## config.mk

```make
export PLATFORM = sky130hd
export DESIGN_NAME = rotary_decoder
export DESIGN_NICKNAME = d
export VERILOG_FILES = /design/src/rtl/rotary_decoder.sv
export SDC_FILE = /design/constraint.sdc
export NUM_CORES = 1
export LEC_CHECK = 0
export ABC_CLOCK_PERIOD_IN_PS = 4050
export CAP_MARGIN = 20
export CORE_ASPECT_RATIO = 1.75
export CORE_MARGIN = 2
export CORE_UTILIZATION = 29
export DETAILED_ROUTE_END_ITERATION = 6
export PLACE_DENSITY_LB_ADDON = 0.05
export SYNTH_ARGS = -nofsm -noshare
export SYNTH_HDL_FRONTEND = slang
export SYNTH_SLANG_ARGS = --single-unit
```

## constraint.sdc

```tcl
create_clock -name aclk -period 4.05 [get_ports aclk]
set_clock_uncertainty 0.05 [all_clocks]
set_input_delay 0.81 -clock aclk [delete_from_list [all_inputs] [get_ports aclk]]
set_output_delay 0.81 -clock aclk [all_outputs]
set_load 0.005 [all_outputs]
```

## src/rtl/rotary_decoder.sv

```systemverilog
// -----------------------------------------------------------------------------
// rotary_decoder
//
// Quadrature decoder for the front-panel rotary encoder. It sits behind the
// debouncers that clean the A/B contacts. It follows the Gray-code phase {a,b}
// and emits one step pulse per detent, together with the direction. It also
// keeps a signed detent position and counts illegal (double-bit) transitions
// for diagnostics.
//
// Parameters
//   POS_WIDTH         width of the signed position output (2..32)
//   STEPS_PER_DETENT  quadrature transitions per reported step (1, 2 or 4)
//   WRAP              0 = position saturates, 1 = two's-complement wrap
//
// Ports
//   aclk       in   system clock, rising edge
//   aresetn    in   asynchronous active-low reset
//   a, b       in   debounced encoder channels, synchronous to aclk
//   clear      in   synchronous clear of position, sub-step and err_count
//   step       out  one-cycle pulse per detent
//   dir        out  direction of the last step (1 = CW, 0 = CCW), held
//   position   out  signed detent count
//   error      out  one-cycle pulse on an illegal transition
//   err_count  out  illegal-transition count, saturating at 255
// -----------------------------------------------------------------------------
module rotary_decoder #(
  parameter int POS_WIDTH        = 16,
  parameter int STEPS_PER_DETENT = 4,
  parameter int WRAP             = 0
) (
  input  logic                        aclk,
  input  logic                        aresetn,
  input  logic                        a,
  input  logic                        b,
  input  logic                        clear,
  output logic                        step,
  output logic                        dir,
  output logic signed [POS_WIDTH-1:0] position,
  output logic                        error,
  output logic [7:0]                  err_count
);

  // Transition class. The encoding equals the modulo-4 difference of the
  // binary phase indices, so the class is a direct cast of that difference.
  typedef enum logic [1:0] {
    MV_SAME    = 2'd0,
    MV_CW      = 2'd1,
    MV_ILLEGAL = 2'd2,
    MV_CCW     = 2'd3
  } move_e;

  localparam logic signed [POS_WIDTH-1:0] POS_MAX  = {1'b0, {(POS_WIDTH-1){1'b1}}};
  localparam logic signed [POS_WIDTH-1:0] POS_MIN  = {1'b1, {(POS_WIDTH-1){1'b0}}};
  localparam logic signed [POS_WIDTH-1:0] POS_ONE  = {{(POS_WIDTH-1){1'b0}}, 1'b1};
  localparam logic signed [POS_WIDTH-1:0] POS_ZERO = '0;
  localparam logic signed [3:0]           SUB_ONE  = 4'sd1;
  localparam logic signed [3:0]           SUB_TGT  = 4'(STEPS_PER_DETENT);

  // ---------------------------------------------------------------------------
  // Helper functions
  // ---------------------------------------------------------------------------

  // Gray phase to binary index along the CW sequence 00,01,11,10.
  function automatic logic [1:0] phase_idx(input logic [1:0] ph);
    return {ph[1], ph[1] ^ ph[0]};
  endfunction

  // One detent forward, saturating or wrapping at the positive limit.
  function automatic logic signed [POS_WIDTH-1:0] pos_inc(
    input logic signed [POS_WIDTH-1:0] p
  );
    if (WRAP == 0 && p == POS_MAX) return POS_MAX;
    return p + POS_ONE;
  endfunction

  // One detent backward, saturating or wrapping at the negative limit.
  function automatic logic signed [POS_WIDTH-1:0] pos_dec(
    input logic signed [POS_WIDTH-1:0] p
  );
    if (WRAP == 0 && p == POS_MIN) return POS_MIN;
    return p - POS_ONE;
  endfunction

  // 8-bit saturating increment for the diagnostics counter.
  function automatic logic [7:0] sat_inc8(input logic [7:0] v);
    if (v == 8'hFF) return 8'hFF;
    return v + 8'd1;
  endfunction

  // ---------------------------------------------------------------------------
  // State
  // ---------------------------------------------------------------------------
  logic [1:0]                  cur_q, cur_d;
  logic [1:0]                  prev_q, prev_d;
  logic                        primed_q, primed_d;
  logic signed [3:0]           sub_q, sub_d;
  logic                        step_q, step_d;
  logic                        dir_q, dir_d;
  logic signed [POS_WIDTH-1:0] pos_q, pos_d;
  logic                        error_q, error_d;
  logic [7:0]                  err_cnt_q, err_cnt_d;

  move_e                       move;
  logic signed [3:0]           sub_up;
  logic signed [3:0]           sub_dn;

  assign move   = move_e'(phase_idx(cur_q) - phase_idx(prev_q));
  assign sub_up = sub_q + SUB_ONE;
  assign sub_dn = sub_q - SUB_ONE;

  // ---------------------------------------------------------------------------
  // Next-state logic: classify cur vs prev and update the counters
  // ---------------------------------------------------------------------------
  always_comb begin
    cur_d     = {a, b};
    // Until primed, prev is loaded with the same sample as cur so that the
    // first comparison is always "same" and power-up state never counts.
    prev_d    = primed_q ? cur_q : {a, b};
    primed_d  = 1'b1;
    sub_d     = sub_q;
    step_d    = 1'b0;
    dir_d     = dir_q;
    pos_d     = pos_q;
    error_d   = 1'b0;
    err_cnt_d = err_cnt_q;

    if (primed_q) begin
      unique case (move)
        MV_SAME: ;
        MV_CW: begin
          if (sub_up == SUB_TGT) begin
            step_d = 1'b1;
            dir_d  = 1'b1;
            pos_d  = pos_inc(pos_q);
            sub_d  = '0;
          end else begin
            sub_d  = sub_up;
          end
        end
        MV_CCW: begin
          if (sub_dn == -SUB_TGT) begin
            step_d = 1'b1;
            dir_d  = 1'b0;
            pos_d  = pos_dec(pos_q);
            sub_d  = '0;
          end else begin
            sub_d  = sub_dn;
          end
        end
        MV_ILLEGAL: begin
          error_d   = 1'b1;
          err_cnt_d = sat_inc8(err_cnt_q);
          sub_d     = '0;
        end
      endcase
    end

    // Clear wins; the transition evaluated this cycle is consumed and lost
    // because prev still advances above.
    if (clear) begin
      pos_d     = POS_ZERO;
      sub_d     = '0;
      err_cnt_d = '0;
      step_d    = 1'b0;
      error_d   = 1'b0;
      dir_d     = dir_q;
    end
  end

  // ---------------------------------------------------------------------------
  // Registers
  // ---------------------------------------------------------------------------
  always_ff @(posedge aclk or negedge aresetn) begin
    if (!aresetn) begin
      cur_q     <= 2'b00;
      prev_q    <= 2'b00;
      primed_q  <= 1'b0;
      sub_q     <= '0;
      step_q    <= 1'b0;
      dir_q     <= 1'b0;
      pos_q     <= POS_ZERO;
      error_q   <= 1'b0;
      err_cnt_q <= '0;
    end else begin
      cur_q     <= cur_d;
      prev_q    <= prev_d;
      primed_q  <= primed_d;
      sub_q     <= sub_d;
      step_q    <= step_d;
      dir_q     <= dir_d;
      pos_q     <= pos_d;
      error_q   <= error_d;
      err_cnt_q <= err_cnt_d;
    end
  end

  assign step      = step_q;
  assign dir       = dir_q;
  assign position  = pos_q;
  assign error     = error_q;
  assign err_count = err_cnt_q;

endmodule

```

* After elaboration in Yosys (flattened, before gate mapping) *
Index checks and enable logic that the tools add are counted.

storage, ports and cells
  register bits = 36
  bits in latches = 0
  RAM bits = 0
  memory bits (read-only) = 0
  input port bits = 5
  output and inout port bits = 27
  logic and storage cells = 81
  memories kept = 0

operators by class
  $add $sub $neg = 6
  $mul = 0
  divide/modulo/power cells = 0
  order comparisons = 0
  equal/unequal tests = 12
  shift-type cells = 0
  multiplexer cells = 42
  bitwise operators = 3
  reductions and logical operators = 9

operators by type and width
  cell                     number
  $mux W16                 8
  $mux W8                  5
  $eq A16 B16 Y1 const B   2
  $pmux W16 S2             1
  $mux W1                  20
  $add A16 B2 Y16 const B  1
  $mux W4                  4
  $sub A16 B2 Y16 const B  1
  $pmux W4 S3              1
  $add A8 B1 Y8 const B    1
  $eq A8 B8 Y1 const B     1
  $ne A3 B3 Y1 const B     2
  $reduce_bool A2 Y1       3
  $reduce_and A5 Y1        1
  $add A4 B2 Y4 const B    1
  $eq A2 B2 Y1 const B     2
  $eq A4 B3 Y1 const B     1
  $eq A4 B4 Y1 const B     1
  $ne A2 B2 Y1 const B     2
  $pmux W1 S2              2
  $reduce_and A2 Y1        2
  $reduce_and A4 Y1        1
  $reduce_bool A4 Y1       1
  $sub A4 B2 Y4 const B    1
  other kinds (6)          7

* Logic depth before layout (Yosys ltp) *
Gate-level depths: netlist of run 1.

  depth after elaboration = 10
  mapped depth = 10
  gate-level depth less buffers = 9

* Least setup slack after synthesis of run 1 *
OpenSTA, ideal clock, no wires.

  kind = register to register
  from = register cur_q[1]
  to = register pos_q[0], in the netlist position[0]
  library setup time = 121 ps
  arrival time = 2136 ps
  required time = 3879 ps
  slack = 1743 ps
  cell stages (with the launch flop) = 9
  path buffers = 1
  clock period less this slack = 2307 ps
  cells stage by stage = dfrtp_1 -> xnor2_1 -> ha_1 -> xnor3_1 -> or2_1 -> buf_6 -> or4_4 -> a21boi_4 -> a22o_1

between the ends
  cells in the longest elaborated chain, start to end = 6
  elaborated cells between the ends (all ways) = 11
  those cells by class = add/sub (1); eq/ne (4); mux (3); bitwise (1); reduce/logical (2)

ends and longest elaborated chain
  element                                       RTL line  text
  start, declared                               93        logic [1:0] cur_q, cur_d;
  start signal, assigned                        185       cur_q <= cur_d;
  $xor A1 B1 Y1                                 65        return {ph[1], ph[1] ^ ph[0]};
  $sub A2 B2 Y2 (*)                             107       assign move = move_e'(phase_idx(cur_q) - phase_idx(prev_q));
  $eq A2 B2 Y1 or $eq A2 B1 Y1 (tied branches)  128       unique case (move)
  $pmux W16 S2                                  128
  $mux W16                                      127       if (primed_q) begin
  $mux W16                                      160       if (clear) begin
  end signal, assigned                          191       pos_q <= pos_d;
  end, declared                                 99        logic signed [POS_WIDTH-1:0] pos_q, pos_d;

Every way passes the cells marked *; elsewhere a longest branch is shown, timed or not. The select of a mux whose other input is x is not followed.
A chain may end at the register's enable or synchronous reset.

* Worst setup path after layout of run 1 *
  from = register cur_q[1]
  to = register pos_q[11], in the netlist position[11]

Same word-level chain as after synthesis.

==> impl_metrics.yaml, run 1 <==
logic_synthesis:
  syn_nets: 327
  yosys_warnings: 0
  ys_async_sr_fraction_pct: 100
  syn-mean-instance-area_um2: 8.26
  synth_flop_cell: "dfrtp_1"
  seq_area_frac_synth_pct: 34.6
  syn_area_um2: 2600
  synth.distinct_cells: 63
  synth-edff-count: 0
  syn-instance-count: 315
  ys_ff_latch: 36
route:
  drtAntennaViolNets: 0
  wl_per_cell_um: 16.4
  dr.pass1.iters: 5
  drt-initial-drc-count: 130
  route.detailed.drc: 0
  num_vias: 2386
  viasPerCell: 5.27
  wirelength_mm: 7.42
worst_hold_path:
  min_delay_path_depth: 2
  hold_path_class: "reg -> reg"
power:
  comb_power_share_pct: 26.3
  p_int_mw: 0.714
  swShare_pct: 32.4
  p_seq_share_pct: 38.6
  clockPowerShare_pct: 35.1
  p_per_area_nw_per_um2: 339
  switchingPower_mw: 0.341
  ir_worst_vdd_v: 0.000158
  p_leak_nw: 1.33
  p_total_mw: 1.05
timing:
  tns_ns: 0
  tightest_slew_ns: 0.865
  fin_crit_sh_pct: 67.2
  setup_violations: 0
  slew_headroom_pct: 42.3
  rsz0062_at_grt: "no"
  fin_crit_ns: 2.72
  drv_slew: 0
  finalHoldViolations: 0
  fmax_mhz: 367
clocking:
  ctsLongestPathBuffers: 2
  clock-sinks: 36
  clk_pin_slew_ns: 0.05
  cts_tree: "done"
  root_buffer: "clkbuf_16"
  numCtsBuffers: 5
  cts_setup_buffers: 0
  post_cts_resized: 0
  htreeDepth: 2
  cts_hold_buf: 0
  worst_skew_pair.late_latency_ns: 0.28
setup_path:
  cp.required_ns: 4.17
  worstPathMaxFanout: 11
  crit_path_end_kind: "flip-flop"
  reg2reg_depth: 9
  start_kind: "flip-flop"
  arrival_ns: 2.84
  timing_worst_setup_path_type: "reg -> reg"
die:
  die_y_um: 129
  coreArea_um2: 8670
  rows: 45
  dieArea_um2: 9770
  die_w_um: 75.6
  pin_count: 32
  start_util_pct: 30.0
placement:
  hpwl_mm: 5.52
  routabilityCongestion: 0.809
  place_area_um2: 2980
  port_buffers: 31
  place_inst: 446
global_routing:
  grt_use_total_pct: 16.7
  grt_overflow: 0
  antenna_found_initial: 0
  grt_pass1_wl_mm: 12.3
  grt_max_degree: 37
  grt_pass1_vias: 2377
finish:
  fin_area_um2: 3110
  regArea_um2: 901
  mostFrequentLayoutCells: "nand2_1 (44), dfrtp_1 (36), nor2_1 (32), clkdlybuf4s50_1 (30), o21ai_0 (18)"
  final_cell_count_no_fill: 453
  area_growth_pct: 19.7
  fillers: 960
  final_common_cell: "nand2_1"
  multiInputGateArea_um2: 1560
  final_nets: 348
  diodes: 0
  layout-drive-gt1-share_pct: 6.55
status:
  status: "completed"
job:
  drv_cap: 0
## critical path: stages, from the launching register on
cell      delay, ns
dfrtp_1        0.42
xnor2_1        0.18
ha_1           0.21
xnor3_1        0.22
buf_4          0.18
or2_1          0.37
or4_4          0.56
o21ai_2        0.15
a311oi_1       0.09
a21o_1         0.17
## layout make-up
class	count	area share [%]
clock inverter	1	0.161
multi-input combinational	247	50.0
tap	117	4.70
timing repair buffer	35	10.8
inverter	11	1.33
clock buffer	6	4.14
sequential	36	28.9
## per-layer routing
metal / track usage (%) / vias to the layer above / wire length [um]
met4: 6.81 / 0 / 167
li1: - / 1181 / -
met5: 0 / - / 0
met1: 18.4 / 1165 / 2860
met3: 2.72 / 8 / 176
met2: 30.6 / 32 / 4220
## power by group through the flow
stage	logic [mW]	registers, mW	clock network (mW)
6_report	0.277	0.408	0.370
5_1_grt	0.313	0.412	0.402
4_1_cts	0.282	0.408	0.388
3_5_place_dp	0.280	0.415	0
3_3_place_gp	0.282	0.414	0
2_1_floorplan	0.200	0.402	0
## per-stage QoR
step	worst slack [ns]	util, %	hold slack (ns)
6_report	1.33	35.9	0.428
5_1_grt	1.17	35.9	0.479
4_1_cts	1.30	35.9	0.431
3_5_place_dp	1.02	34.4	0.417
3_3_place_gp	1.05	34.4	0.415
2_1_floorplan	1.74	-	0.421
## worst paths after layout
kind | start | endpoint | slack, ns
setup / recovery | cur_q[1] | position[11] | 1.33
hold / removal | dir | dir | 0.43
setup reg to reg | cur_q[1] | position[11] | 1.33
hold reg to reg | dir | dir | 0.43
max in group asynchronous | aresetn | position[4] | 2.81
min in group asynchronous | aresetn | position[5] | 0.59
## cell families (layout without fill, tap and decap cells)
kind of cell | count (synthesis) | count (layout) | synth area share [%]
simple gates | 145 | 145 | 27.8
compound gates | 76 | 76 | 21.6
flops | 36 | 36 | 34.6
buf+inv | 32 | 53 | 5.53
xor+xnor | 14 | 14 | 5.24
fa+ha+maj | 7 | 7 | 3.37
mux | 4 | 4 | 1.64
other cells | 1 | 1 | 0.144
## Yosys cell counts (7+ instances only)
master / instances / share of area, %
nor2_1: 32 / 4.6
nand4_1: 9 / 2.2
nand3_1: 14 / 2.7
clkbuf_1: 11 / 1.6
nor3_1: 9 / 1.7
inv_1: 10 / 1.4
buf_2: 7 / 1.3
dfrtp_1: 36 / 35
o21ai_0: 18 / 3.5
nand2_1: 44 / 6.3
ha_1: 7 / 3.4
xor2_1: 7 / 2.4
a21oi_1: 7 / 1.3
## state kept, by name (all words and copies together), names as in the netlist
name	cells
position	16
err_count	8
sub_q	4
cur_q	2
prev_q	2
dir	1
error	1
primed_q	1
step	1
Note: power is estimated with default switching activity, not from simulation.
==> run 2, diff against run 1 <==
ABC_CLOCK_PERIOD_IN_PS = 2260   (was 4050)
clock period = 2.26 ns   (was 4.05 ns; I/O delays follow)
==> impl_metrics.yaml, run 2 (synthesis results as in run 1) <==
die:
  pin_count: 32
  die_y_um: 129
  rows: 45
  die_w_um: 75.6
  start_util_pct: 30.0
  dieArea_um2: 9770
  coreArea_um2: 8670
finish:
  area_growth_pct: 46.6
  fin_area_um2: 3810
  mostFrequentLayoutCells: "buf_4 (71), nand2_1 (44), dfrtp_1 (36), nor2_1 (31), clkdlybuf4s50_1 (30)"
  final_nets: 418
  layout-drive-gt1-share_pct: 26.5
  fillers: 927
  diodes: 0
  largest_reg_flops: 16
  regArea_um2: 901
  multiInputGateArea_um2: 1660
  final_common_cell: "buf_4"
clocking:
  cts_hold_buf: 0
  root_buffer: "clkbuf_16"
  cts_tree: "done"
  ctsLongestPathBuffers: 2
  worst_skew_pair.late_latency_ns: 0.28
  clock-sinks: 36
  clk_pin_slew_ns: 0.06
  numCtsBuffers: 5
  htreeDepth: 2
route:
  drt-initial-drc-count: 77
  drtAntennaViolNets: 0
  route.detailed.drc: 0
  viasPerCell: 5.09
  num_vias: 2669
  wirelength_mm: 8.64
  dr.pass1.iters: 6
  wl_per_cell_um: 16.5
timing:
  fin_crit_ns: 2.31
  timing.hold.ws_ns: 0.168
  setup_violations: 6
  fin_crit_sh_pct: 102
  drv_slew: 0
  rsz0062_at_grt: "yes"
  slew_headroom_pct: 58.1
  finalHoldViolations: 0
  worst_slack_ns: -0.0453
  tightest_slew_ns: 0.623
  fmax_mhz: 434
global_routing:
  antenna_found_initial: 0
  grt_overflow: 0
  grt_max_degree: 37
  met2_usage_pct: 35.8
  use_met3_pct: 2.02
  grt_pass1_vias: 2760
  top_usage_layer: "met2"
  met1_usage_pct: 19.2
  grt_pass1_wl_mm: 13.8
  grt_use_total_pct: 18.8
setup_path:
  worstPathMaxFanout: 4
  crit_slowest_cell: "or4_4"
  cp.required_ns: 2.37
  arrival_ns: 2.42
  start_kind: "flip-flop"
  path_cells: "xnor2_1, ha_2, xnor3_1, or2_1, or4_4, o21ai_2, buf_4, o211ai_1"
  slowest_delay_ns: 0.45
  crit_path_end_kind: "flip-flop"
  timing_worst_setup_path_type: "reg -> reg"
placement:
  routabilityCongestion: 0.821
  port_buffers: 31
  pre_cts_ws_ns: -0.0925
  place_area_um2: 3450
  hpwl_mm: 6.62
power:
  comb_power_share_pct: 32.4
  p_seq_share_pct: 30.6
  clockPowerShare_pct: 37.1
  p_leak_nw: 1.74
  p_int_mw: 1.63
  switchingPower_mw: 0.702
  p_per_area_nw_per_um2: 610
  ir_worst_vdd_v: 0.000296
  swShare_pct: 30.2
  p_total_mw: 2.33
status:
  status: "finished, violations left"
  failed_checks: "negative setup slack"
job:
  drv_cap: 0
worst_hold_path:
  hold_path_class: "in -> async"
run 2: changes by cell type in the layout (fill, tap and decap cells not counted), sizes merged:
cell | before | now
clkinv | 2 | 1
bufinv | 0 | 1
clkbuf | 6 | 7
buf | 5 | 75
run 2: per-layer routing:
metal  share of wire (%)  routed length, um
met5                   0                  0
met4                 4.1                353
met3                 2.0                171
met2                  57               4940
met1                  37               3170
run 2: worst paths after layout:
kind                       depth (start not counted)     start  slack [ns]            to
max                                                8  cur_q[0]       -0.05   position[4]
min                                                2   aresetn        0.17  err_count[3]
max reg2reg                                        8  cur_q[0]       -0.05   position[4]
min reg2reg                                        2       dir        0.43           dir
max in group asynchronous                          2   aresetn        1.64           dir
min in group aclk                                  2       dir        0.43           dir
run 2: stage by stage:
stage | setup TNS, ns | std cells | util [%]
floorplan | -0.0850 | 315 | -
global placement | -0.621 | 507 | 39.8
detailed placement | -0.460 | 507 | 39.8
CTS | -0.180 | 517 | 42.4
global route | -1.25 | 524 | 44.0
finish | -0.189 | 524 | 44.0
run 2: timing repair:
action	CTS	global route
resized for setup	6	15
pin swaps	8	8
setup buffers	2	8
setup endpoints to repair	12	18
run 2: final cells by class:
type                       count  area share [%]
clock buffer                   7            4.00
multi-input combinational    247            43.6
timing repair buffer         105            23.1
sequential                    36            23.6
inverter                      11            1.08
tap                          117            3.84
clock inverter                 1           0.788
run 2: power groups by stage:
stage	Sequential (mW)	Clock [mW]	Combinational [mW]
after floorplan	0.720	0	0.360
after global placement	0.723	0	0.662
after detailed placement	0.723	0	0.658
after CTS	0.712	0.888	0.687
after global routing	0.716	0.914	0.833
final	0.711	0.863	0.753
run 2: critical path, delay by kind of cell, from the launching register on:
kind	cells	cell delay (ns)
AO/OA/AOI/OAI	2	0.22
adder cells (fa/ha/maj)	1	0.21
XOR/XNOR	2	0.43
flip-flops	1	0.39
buffers and inverters	1	0.17
AND/OR/NAND/NOR	2	0.72
==> run 3, diff against run 2 <==
CORE_UTILIZATION = 35   (was 29)
SETUP_SLACK_MARGIN = 0.05   (was not set)
==> impl_metrics.yaml, run 3 (synthesis results as in run 1) <==
status:
  status: "finished, violations left"
  failed_checks: "negative setup slack"
finish:
  final_common_cell: "buf_4"
  final_nets: 411
  area_growth_pct: 41.4
  diodes: 0
  largest_reg_flops: 16
  mostFrequentLayoutCells: "buf_4 (62), nand2_1 (44), dfrtp_1 (36), clkdlybuf4s50_1 (30), nor2_1 (29)"
  final_core_util_pct: 50.8
  layout-drive-gt1-share_pct: 26.5
timing:
  drv_slew: 0
  worst_slack_ns: -0.0379
  fmax_mhz: 435
  setup_violations: 5
  fin_crit_sh_pct: 102
  timing.hold.ws_ns: 0.431
  fin_crit_ns: 2.30
  rsz0062_at_grt: "yes"
  slew_headroom_pct: 62.8
  tightest_slew_ns: 0.553
  tns_ns: -0.142
  finalHoldViolations: 0
setup_path:
  path_cells: "xnor2_1, ha_2, xnor3_2, or2_4, or4_4, a21boi_4, a22o_1"
  reg2reg_depth: 7
  reg2reg_to: "position[2]"
  timing_worst_setup_path_type: "reg -> reg"
  start_kind: "flip-flop"
  cp-endpoint: "position[2]"
  crit_slowest_cell: "or4_4"
  slowest_delay_ns: 0.45
  startpoint: "cur_q[1]"
  crit_path_end_kind: "flip-flop"
  r2r_start: "cur_q[1]"
  rrSetupSlack_ns: -0.04
  arrival_ns: 2.42
  cp.required_ns: 2.38
  worstPathMaxFanout: 4
global_routing:
  grt_max_degree: 17
  grt_overflow: 0
  grt_pass1_wl_mm: 13.2
  grt_use_total_pct: 20.5
  grt_pass1_vias: 2657
  antenna_found_initial: 0
power:
  p_seq_share_pct: 33.3
  comb_power_share_pct: 33.4
  ir_worst_vdd_v: 0.000268
  switchingPower_mw: 0.688
  p_int_mw: 1.45
  clockPowerShare_pct: 33.3
  swShare_pct: 32.2
  p_per_area_nw_per_um2: 581
  p_leak_nw: 1.68
route:
  dr.pass1.iters: 4
  route.detailed.drc: 0
  drtAntennaViolNets: 0
  drt-initial-drc-count: 89
  wirelength_mm: 8.22
  num_vias: 2646
  viasPerCell: 5.44
  wl_per_cell_um: 16.9
clocking:
  clk_pin_slew_ns: 0.06
  ctsLongestPathBuffers: 2
  clock-sinks: 36
  numCtsBuffers: 5
  root_buffer: "clkbuf_16"
  worst_skew_pair.late_latency_ns: 0.29
  cts_tree: "done"
  htreeDepth: 2
placement:
  port_buffers: 31
  pre_cts_ws_ns: -0.0420
  routabilityCongestion: 0.843
  hpwl_mm: 6.25
die:
  pin_count: 32
  rows: 41
  start_util_pct: 36.0
  die_w_um: 69.2
  coreArea_um2: 7230
  dieArea_um2: 8170
  die_y_um: 118
worst_hold_path:
  hold_path_class: "reg -> reg"
job:
  drv_cap: 0
==> run 3: cell count changes in the layout (fill, tap and decap cells not counted), moves of 2 or more <==
| cell | previous run | this run |
|---|---|---|
| buf_4 | 71 | 62 |
| o21ai_0 | 17 | 14 |
| clkinv_2 | 0 | 2 |
| nor2_1 | 31 | 29 |
| nor2_2 | 1 | 3 |
| o21ai_2 | 1 | 3 |
==> run 3: how the worst min path moves through the flow <==
stage | startpoint | to | depth (start not counted)
detailed placement | aresetn | err_count[2] | 1
global placement | aresetn | err_count[2] | 1
floorplan | aresetn | cur_q[0] | 0
global route | dir | dir | 2
CTS | dir | dir | 2
finish | dir | dir | 2
==> run 3: power by group through the flow <==
stage / sequential (mW) / clock (mW) / combinational (mW)
final: 0.713 / 0.711 / 0.714
after global routing: 0.718 / 0.760 / 0.785
after CTS: 0.712 / 0.733 / 0.661
after detailed placement: 0.724 / 0 / 0.637
after global placement: 0.723 / 0 / 0.638
after floorplan: 0.720 / 0 / 0.360
==> run 3: per-layer routing <==
layer,global-route usage (%),wire (um),up-vias
li1,-,-,1306
met5,0,0,-
met4,11.4,381,0
met3,3.00,181,22
met2,38.0,4570,45
met1,21.3,3090,1273
==> run 3: timing repair <==
item,CTS,global route
hold buffers,1,0
hold endpoints to repair,10,0
resized for setup,5,23
gates cloned,0,1
setup endpoints to repair,17,20
pin swaps,6,12
buffers inserted,2,2
==> run 3: through the flow <==
step | std cells | total power, mW | cell area [um2]
finish | 486 | 2.14 | 3680
global route | 486 | 2.26 | 3680
CTS | 483 | 2.11 | 3580
global placement | 472 | 1.36 | 3380
floorplan | 315 | 1.08 | 2600
detailed placement | 472 | 1.36 | 3380
==> run 3: area by class of cell <==
cell class / count / area, um2
clock buffer: 6 / 139
clock inverter: 2 / 10.0
fill: 703 / 3560
inverter: 11 / 43.8
multi-input combinational: 247 / 1640
sequential: 36 / 901
tap: 86 / 108
timing repair buffer: 98 / 835
==> run 3: worst max-delay path: cells and delay by family, from the launching register on <==
kind            cells  cell delay, ns
compound gates      2            0.39
xor+xnor            2            0.44
fa+ha+maj           1            0.21
flops               1            0.40
simple gates        2            0.70
